$ cat config.mk
export PLATFORM = sky130hd
export DESIGN_NAME = iterative_shifter_flat
export DESIGN_NICKNAME = d
export VERILOG_FILES = /design/src/rtl/iterative_shifter_if.sv /design/src/rtl/iterative_shifter.sv /design/src/flat_wrapper.sv
export SDC_FILE = /design/constraint.sdc
export NUM_CORES = 1
export LEC_CHECK = 0
export ABC_AREA = 1
export CAP_MARGIN = 20
export CORE_AREA = 5 5 125 68
export DETAILED_ROUTE_END_ITERATION = 7
export DIE_AREA = 0 0 130 73
export DONT_BUFFER_PORTS = 1
export MAX_ROUTING_LAYER = met4
export PLACE_DENSITY = 0.82
export SYNTH_ARGS = -nofsm -noshare
export SYNTH_HDL_FRONTEND = slang
export SYNTH_SLANG_ARGS = --single-unit
$ cat constraint.sdc
create_clock -name clk_i -period 2 [get_ports clk_i]
set_input_delay 0.4 -clock clk_i [delete_from_list [all_inputs] [get_ports clk_i]]
set_output_delay 0.4 -clock clk_i [all_outputs]
set_load 0.01 [all_outputs]
$ cat src/rtl/iterative_shifter_if.sv
`default_nettype none
// +--------------------------------------------------------------------------+
// | Module   : iterative_shifter_if                                          |
// | Purpose  : Handshake bundle for the iterative shifter. Carries the       |
// |            upstream request channel (valid/ready, operand, shift        |
// |            amount, opcode), the downstream result channel               |
// |            (valid/ready, result) and the busy status flag.              |
// | Ports    : valid_i, value_i, shamt_i, op_i  - request from upstream      |
// |            ready_o                          - unit can accept request   |
// |            valid_o, value_o                 - result to downstream      |
// |            ready_i                          - downstream accepts result |
// |            busy_o                           - operation in flight       |
// |            Suffixes name the direction as seen by the shifter.          |
// | Modports : master (control unit side), slave (shifter side)             |
// | Revision : 1.0 - initial release                                         |
// +--------------------------------------------------------------------------+
interface iterative_shifter_if #(
  parameter int XLEN = 32
);
  localparam int SHW = $clog2(XLEN);

  logic            valid_i;
  logic            ready_o;
  logic [XLEN-1:0] value_i;
  logic [SHW-1:0]  shamt_i;
  logic [1:0]      op_i;
  logic            valid_o;
  logic            ready_i;
  logic [XLEN-1:0] value_o;
  logic            busy_o;

  modport master (
    output valid_i, value_i, shamt_i, op_i, ready_i,
    input  ready_o, valid_o, value_o, busy_o
  );

  modport slave (
    input  valid_i, value_i, shamt_i, op_i, ready_i,
    output ready_o, valid_o, value_o, busy_o
  );
endinterface
`default_nettype wire

$ cat src/rtl/iterative_shifter.sv
`default_nettype none
// +--------------------------------------------------------------------------+
// | Module   : iterative_shifter                                             |
// | Purpose  : Multi-cycle SLL / SRL / SRA unit. One fixed power-of-two      |
// |            shift stage is evaluated per cycle; stage k shifts by 2^k    |
// |            when bit k of the captured shift amount is set.              |
// | Ports    : clk_i  - clock, rising edge                                   |
// |            rst_i  - synchronous active-high reset                        |
// |            bus    - iterative_shifter_if.slave (request, result, busy)  |
// | Params   : XLEN   - data width, power of two, 8 or greater              |
// |            SHW    - derived, $clog2(XLEN): shamt width / stage count    |
// | Options  : ITERATIVE_SHIFTER_EARLY_EXIT_EN - when defined, the unit     |
// |            stops once no higher shift-amount bits remain set, so        |
// |            latency tracks the highest set bit of shamt. Results are     |
// |            identical with or without it.                                |
// | Revision : 1.0 - initial release                                         |
// +--------------------------------------------------------------------------+
module iterative_shifter #(
  parameter int XLEN = 32
) (
  input  wire logic            clk_i,
  input  wire logic            rst_i,
  iterative_shifter_if.slave   bus
);

  localparam int SHW = $clog2(XLEN);

  localparam logic [1:0] OP_SLL  = 2'b00;
  localparam logic [1:0] OP_SRL  = 2'b01;
  localparam logic [1:0] OP_SRA  = 2'b10;
  localparam logic [1:0] OP_PASS = 2'b11;

  localparam logic [SHW-1:0] K_LAST = SHW'(SHW - 1);

  typedef enum logic [1:0] {
    ST_IDLE  = 2'd0,
    ST_SHIFT = 2'd1,
    ST_DONE  = 2'd2
  } state_t;

  state_t          state_q, state_d;
  logic [XLEN-1:0] data_q,  data_d;
  logic [SHW-1:0]  shamt_q, shamt_d;
  logic [1:0]      op_q,    op_d;
  logic [SHW-1:0]  k_q,     k_d;

  logic            ready_w;
  logic            valid_w;
  logic            busy_w;
  logic [XLEN-1:0] stage_w;

  // Fixed-amount shift primitives, one per stage. The arithmetic variant
  // fills with data_q's MSB: an arithmetic shift never changes the MSB, so
  // it still equals the original operand's sign bit at every stage.
  logic [XLEN-1:0] sll_stage [SHW];
  logic [XLEN-1:0] srl_stage [SHW];
  logic [XLEN-1:0] sra_stage [SHW];

  for (genvar g = 0; g < SHW; g++) begin : g_stage
    localparam int AMT = 1 << g;
    assign sll_stage[g] = {data_q[XLEN-1-AMT:0], {AMT{1'b0}}};
    assign srl_stage[g] = {{AMT{1'b0}}, data_q[XLEN-1:AMT]};
    assign sra_stage[g] = {{AMT{data_q[XLEN-1]}}, data_q[XLEN-1:AMT]};
  end

  // Result of the stage selected by the current counter, before the
  // shamt bit decides whether it is applied.
  always_comb begin
    stage_w = data_q;
    case (op_q)
      OP_SLL:  stage_w = sll_stage[k_q];
      OP_SRL:  stage_w = srl_stage[k_q];
      OP_SRA:  stage_w = sra_stage[k_q];
      default: stage_w = data_q;
    endcase
  end

`ifdef ITERATIVE_SHIFTER_EARLY_EXIT_EN
  // High when every shamt bit above the current stage is clear, i.e. the
  // stage being applied now is the last one with any effect.
  logic upper_zero_w;
  assign upper_zero_w = ((shamt_q >> k_q) >> 1) == '0;
`endif

  always_comb begin
    state_d = state_q;
    data_d  = data_q;
    shamt_d = shamt_q;
    op_d    = op_q;
    k_d     = k_q;
    ready_w = 1'b0;
    valid_w = 1'b0;
    busy_w  = 1'b0;

    case (state_q)
      ST_IDLE: begin
        ready_w = 1'b1;
        if (bus.valid_i) begin
          data_d  = bus.value_i;
          shamt_d = bus.shamt_i;
          op_d    = bus.op_i;
          k_d     = '0;
`ifdef ITERATIVE_SHIFTER_EARLY_EXIT_EN
          if (bus.op_i == OP_PASS || bus.shamt_i == '0) begin
`else
          if (bus.op_i == OP_PASS) begin
`endif
            state_d = ST_DONE;
          end else begin
            state_d = ST_SHIFT;
          end
        end
      end

      ST_SHIFT: begin
        busy_w = 1'b1;
        if (shamt_q[k_q]) begin
          data_d = stage_w;
        end
        k_d = k_q + SHW'(1);
`ifdef ITERATIVE_SHIFTER_EARLY_EXIT_EN
        if (k_q == K_LAST || upper_zero_w) begin
`else
        if (k_q == K_LAST) begin
`endif
          state_d = ST_DONE;
        end
      end

      ST_DONE: begin
        busy_w  = 1'b1;
        valid_w = 1'b1;
        // Returning to IDLE does not also accept a request on this edge.
        if (bus.ready_i) begin
          state_d = ST_IDLE;
        end
      end

      default: begin
        state_d = ST_IDLE;
      end
    endcase
  end

  always_ff @(posedge clk_i) begin
    if (rst_i) begin
      state_q <= ST_IDLE;
      data_q  <= '0;
      shamt_q <= '0;
      op_q    <= '0;
      k_q     <= '0;
    end else begin
      state_q <= state_d;
      data_q  <= data_d;
      shamt_q <= shamt_d;
      op_q    <= op_d;
      k_q     <= k_d;
    end
  end

  assign bus.ready_o = ready_w;
  assign bus.valid_o = valid_w;
  assign bus.busy_o  = busy_w;
  // Result comes straight from the data register, so it stays stable under
  // backpressure and keeps the last result while idle.
  assign bus.value_o = data_q;

endmodule
`default_nettype wire

$ cat src/flat_wrapper.sv
// flat-port wrapper written by rule: the top's interface ports become plain ports
module iterative_shifter_flat 
#(
  parameter int XLEN = 32
)
  (clk_i, rst_i, bus_valid_i, bus_value_i, bus_shamt_i, bus_op_i, bus_ready_i, bus_ready_o, bus_valid_o, bus_value_o, bus_busy_o);
  iterative_shifter_if #(.XLEN(XLEN)) bus_i ();
  input  wire logic clk_i;
  input  wire logic rst_i;
  input wire logic [$bits(bus_i.valid_i)-1:0] bus_valid_i;
  input wire logic [$bits(bus_i.value_i)-1:0] bus_value_i;
  input wire logic [$bits(bus_i.shamt_i)-1:0] bus_shamt_i;
  input wire logic [$bits(bus_i.op_i)-1:0] bus_op_i;
  input wire logic [$bits(bus_i.ready_i)-1:0] bus_ready_i;
  output wire logic [$bits(bus_i.ready_o)-1:0] bus_ready_o;
  output wire logic [$bits(bus_i.valid_o)-1:0] bus_valid_o;
  output wire logic [$bits(bus_i.value_o)-1:0] bus_value_o;
  output wire logic [$bits(bus_i.busy_o)-1:0] bus_busy_o;
  assign bus_i.valid_i = bus_valid_i;
  assign bus_i.value_i = bus_value_i;
  assign bus_i.shamt_i = bus_shamt_i;
  assign bus_i.op_i = bus_op_i;
  assign bus_i.ready_i = bus_ready_i;
  assign bus_ready_o = bus_i.ready_o;
  assign bus_valid_o = bus_i.valid_o;
  assign bus_value_o = bus_i.value_o;
  assign bus_busy_o = bus_i.busy_o;
  iterative_shifter #(.XLEN(XLEN)) u_core (.clk_i(clk_i), .rst_i(rst_i), .bus(bus_i));
endmodule
## Word level (Yosys, flattened, before mapping)

Index checks and enable logic that the tools add are counted.

- $add $sub $neg: 1
- Muxes and demuxes: 25
- Bitwise gates (word level): 1
- Equality and inequality tests: 11
- $lt $le $gt $ge: 2
- Reduce and logical (&&, ||, !) cells: 8

Operator list:

| kind | number |
|---|---|
| 32-bit binary-select mux with 3-bit select | 3 |
| 32-bit 2-to-1 mux | 8 |
| 32-bit case mux with 3 select lines | 1 |
| 32-bit case mux with 2 select lines | 1 |
| 5-bit case mux with 2 select lines | 1 |
| 2-bit 2-to-1 mux | 4 |
| 2-bit equality test, second input constant | 3 |
| 6-bit by 4-bit >= comparator with 1-bit output, second input constant | 1 |
| 5-bit inverter with 6-bit output | 1 |
| 2-bit case mux with 3 select lines | 1 |
| 5-bit by 1-bit adder with 5-bit output, second input constant | 1 |
| 5-bit by 3-bit equality test with 1-bit output, second input constant | 1 |
| 5-bit by 4-bit less-than comparator with 1-bit output, second input constant | 1 |
| 5-bit 2-to-1 mux | 1 |
| 2-bit by 1-bit equality test with 1-bit output, second input constant | 2 |
| 2-bit zero test | 2 |
| 1-bit 2-to-1 mux | 4 |
| 2-bit by 1-bit inequality test with 1-bit output, second input constant | 2 |
| 2-bit inequality test, second input constant | 2 |
| 4-bit inequality test, second input constant | 1 |
| 2-bit AND reduction | 2 |
| 4-bit AND reduction | 1 |
| 1-bit binary-select mux with 3-bit select | 1 |
| 3-bit AND reduction | 1 |
| 2 further kinds | 2 |

- Bits in registers: 46
- Logic and storage cells: 53
- Input bits: 43

## Depth between registers and ports, before layout

- Depth after elaboration: 7
- Gate-level depth with buffers: 14

## Worst setup path before layout

OpenSTA, ideal clock, no wires.

- Kind: flip-flop to flip-flop
- Start point: register u_core.state_q[0]
- End point: register u_core.data_q[24] (netlist: u_core.bus.value_o[24])
- Data arrival time: 1565 ps
- Cell stages (with the launch flop): 12
- Slack: 321 ps
- Library setup time: 115 ps
- Period minus slack after synthesis: 1679 ps
- Cells stage by stage: dfxtp_1 inv_1 ha_1 nand2_2 buf_6 inv_2 nand2_4 nand2_8 buf_6 nand2_1 nor2_1 nor2_1

- Cells in the longest elaborated chain, start to end: 3
- Elaborated cells on any way between the ends: 8

RTL lines:

| element | line | source |
|---|---|---|
| start: declaration | iterative_shifter.sv:41 | `state_t state_q, state_d;` |
| start signal: assignment | iterative_shifter.sv:153 | `state_q <= state_d;` |
| 2-bit by 1-bit equality test with 1-bit output or 2-bit zero test (tied branches) | iterative_shifter.sv:95 | `case (state_q)` |
| 4-bit inequality test (no line), or another cell as far along | - |  |
| 4-bit AND reduction (no line) | - |  |
| end signal: assignment | iterative_shifter.sv:154 | `data_q <= data_d;` |
| end: declaration | iterative_shifter.sv:42 | `logic [XLEN-1:0] data_q, data_d;` |

Several ways; a longest one is shown, not always the timed one.
A chain may end at the register's enable or synchronous reset.

## Worst setup path after layout

- Start point: register u_core.k_q[0]
- End point: register u_core.data_q[23] (netlist: u_core.bus.value_o[23])

- Cells in the longest elaborated chain, start to end: 7
- Elaborated cells on any way between the ends: 17

RTL lines:

| element | line | source |
|---|---|---|
| start: declaration | iterative_shifter.sv:45 | `logic [SHW-1:0] k_q, k_d;` |
| start signal: assignment | iterative_shifter.sv:157 | `k_q <= k_d;` |
| 5-bit inverter with 6-bit output (implied by the code) | iterative_shifter.sv:71, iterative_shifter.sv:72, iterative_shifter.sv:73 |  |
| 32-bit binary-select mux with 3-bit select, on equally long branches | iterative_shifter.sv:73, iterative_shifter.sv:71, iterative_shifter.sv:72 |  |
| 32-bit 2-to-1 mux, on equally long branches (2 in a row) | iterative_shifter.sv:73, iterative_shifter.sv:71, iterative_shifter.sv:72 |  |
| 32-bit case mux with 3 select lines | iterative_shifter.sv:70 | `case (op_q)` |
| 32-bit 2-to-1 mux | iterative_shifter.sv:117 | `if (shamt_q[k_q]) begin` |
| 32-bit case mux with 2 select lines | iterative_shifter.sv:95 |  |

Several ways; a longest one is shown, not always the timed one. The select of a mux whose other input is x is not followed.

==> run summary <==
• finished clean — run status
• 5.31 sq um — Mapped Avg Cell Area
• 0 — number of max-slew violations in the final report
• 951 — non-filler instance count after layout
• 0.00748 sq mm — total core area
• 1 — Min-Delay Path Depth
• 6.21 — Vias/cell
• 66.7% — tightest slew margin relative to the limit
• 940 — count of placed standard cells including taps
• u_core.k_q[0] — reg-to-reg critical path startpoint
• 8 — DRT Pass-1 Iters
• 43 — pin count of the biggest net entering global routing
• u_core.k_q[0] — Worst setup startpoint
• 10.6% — ratio of cells with drive above 1 in the final layout
• 1.95 ns — fin crit period
• nand2_1 (33%), dfxtp_1 (20%), nand3_1 (10%), nor2_1 (6.1%), inv_1 (4.3%) — top post-synthesis cells by area
• 0.000856 V — Peak VDD IR
• 0 — number of hold buffers added after CTS
• clkbuf_16 — clk root buf
• 0 — final number of hold-violating endpoints
• 8 — number of cells on the critical path
• 0 — residual overflow from global routing
• 742 — Filler cells
• 0.168 ns — Fin Hold WS
• 0 — number of maximum-capacitance violations
• 20.3% — sequential fraction of the synthesis area
• 854 — Syn Inst Count
• 0 — total inserted antenna cells
• 5 — CTS Buf Count
• 34 — number of unique standard cell types used by synthesis
• nand2_1 — most area-hungry cell type in the Yosys netlist
• 2.20 ns — required time of the worst setup path
• 0.07 ns — clock input transition at the sequential cells of the worst setup and hold paths
• 1600 mW/mm^2 — PwrDens
• rst_i — launch point of the worst hold path
• 2 — crit path buf inv count
• 0 — Port-buffer cells
• 73 um — vertical die dimension
• 97.6% — Final period util
• 2.15 ns — crit path DAT
• 23 — total number of placement rows
• flip-flop to flip-flop — worst setup path category
• 0.00282 uW — Leak
• 8 — cell depth of the worst flop-to-flop path
• 130 um — width of the die
• 39.6% — Tot GR Track Use
• 0 — remaining antenna violation count
• 9.93% — area growth from synthesis to final layout
• 78 — top-level I/O count
• 46 — clock sink count
• 0.45 ns — Max stage delay on crit path
• 28.3 mm — wire length of the first global-routing pass
• 5,236 — vias in the first global route
• 0.05 ns — minimum setup slack among reg-to-reg paths
• nor2_1 — critical path's most frequent cell
• 18.4 mm — total detailed-routing wirelength
• 0 — number of warning messages in the yosys log
• 32.5% — portion of synthesized cell area occupied by the leading cell type
• 905 — syn_nets
• 2 — Max Root-Sink Buffers
• 46 — register bit total from synthesis
• 925 sq um — sequential cell area
• 25 — largest fanout on the critical path
• 0 — number of failing setup endpoints in the final timing report
• 19.4 um — final routed wire length divided by cell count
• 0.00454 sq mm — post-synthesis instance area
• 2 — count of H-tree levels built during CTS
• compound AO/OA/AOI/OAI gates — family with the most delay on the worst path
• input pin to flip-flop — worst min path class
• flip-flop — critical path capture point type
• 0.512 GHz — achievable frequency
• flip-flop — launching element type of the critical path
• 1,260 — initial drt markers
• dfxtp_2 — slowest stage cell, crit path
• 0 ns — final-layout setup total negative slack
• 60.6% — starting utilization of the core area
• 901 — layout net count
• 66.6% — final core occ
• 0.30 ns — clock latency reported for the late side of the worst-skew pair
• 0 — remaining routing DRC violations
• 0.0105 ns — Worst Clk Skew
• 0 — initial antenna violation count
• 13.8 mm — estimated wirelength of the detail-placed design
• yes — TritonCTS clock tree
• 0.00315 sq mm — area occupied by multi-input gates
• inv_4 > buf_12 > nand2_1 > a21oi_1 > o21ai_0 > nand3_1 > nor2_1 > nor2_1 — crit path cell chain
• 0.494 ns — slew at the pin with the worst max-slew slack
• 5,910 — routed vias
• 0.00949 sq mm — area of the die
• 1.05 — gp weighted congestion
-- report_power, final --
part	leakage (uW)	switching [uW]	total (uW)	internal (uW)
sequential	0.000381	739	2030	1290
combinational	0.00237	3330	5060	1730
clock	0.0000664	424	894	469
-- per-stage QoR --
step / total power [uW] / worst slack [ns] / area (sq um)
global placement: 6490 / 0.126 / 4720
detailed placement: 6590 / -0.0161 / 4720
finish: 7990 / 0.0481 / 4990
global route: 8460 / -0.0198 / 4990
CTS: 7490 / 0.0350 / 4880
floorplan: 5170 / 0.321 / 4540
-- state kept, by name, summed over array words and instances (netlist names) --
register / cells
u_core.bus.value_o: 32
u_core.state_q: 2
u_core.op_q: 2
u_core.shamt_q: 5
u_core.k_q: 5
-- logic make-up (layout without fill, tap and decap cells) --
kind of cell	after synthesis	after routing	share of synthesized area, %
simple gates	600	600	55.1
compound gates	95	95	11.0
fa+ha+maj	8	8	2.21
buf+inv	105	102	11.4
flops	46	46	20.3
-- final cells by class --
| class | count | area share (%) |
|---|---|---|
| Multi-Input combinational cell | 703 | 63.2 |
| Tap cell | 100 | 2.51 |
| Timing Repair Buffer | 35 | 8.03 |
| Clock inverter | 3 | 0.477 |
| Sequential cell | 46 | 18.5 |
| Clock buffer | 5 | 2.51 |
| Inverter | 59 | 4.72 |
-- Yosys cell counts --
cell type,n
and3_1,1
inv_6,1
a31oi_1,2
buf_6,8
a211oi_1,1
nor2_1,74
buf_4,8
nor3b_1,1
o21ai_1,22
and2_1,1
o21ai_4,1
o21ai_2,1
nand2_2,2
o211ai_1,1
or2_2,20
nor2_4,2
nand4_1,3
inv_1,52
inv_2,5
ha_1,8
nand3_1,95
nand2_8,1
nand2_1,393
o21ai_0,33
nor3_1,3
a21oi_1,33
dfxtp_1,46
nand2_4,2
clkbuf_1,8
nor2_2,2
inv_4,1
buf_1,1
o22ai_1,1
buf_2,21
-- worst reg2reg max path, delay by kind of cell, from the launching register on --
kind / cells / cell delay [ns]
compound gates: 2 / 0.53
simple gates: 4 / 0.48
flops: 1 / 0.45
buf+inv: 2 / 0.38
-- per-layer routing --
metal,track usage (%),up-vias,routed length [um]
li1,-,2685,-
met1,56.6,2624,7750
met2,50.6,557,6880
met3,18.3,44,3510
met4,6.34,0,286
met5,-,-,0
-- repair_timing --
action,CTS,global route
buffers inserted,0,2
endpoints found under the hold margin,0,0
endpoints found under the setup margin,3,32
pin swaps,0,1
gates cloned,0,1
gates resized for setup,1,16
-- worst paths after layout --
| check | end |
|---|---|
| worst max-delay path | u_core.bus.value_o[23] |
| worst min-delay path | u_core.k_q[1] |
| worst max register to register | u_core.bus.value_o[23] |
| worst min register to register | u_core.shamt_q[0] |
-- layout by cell type (no fill, tap or decap), drive strengths merged, types with 3 or more instances in the layout --
master    instances
nor2             78
buf              34
nand3            95
o21ai            57
nand2           398
a21oi            33
nand4             3
or2              20
nor3              3
ha                8
dfxtp            46
inv              59
clkinvlp          3
clkbuf            6
Note: power is estimated with default switching activity, not from simulation.
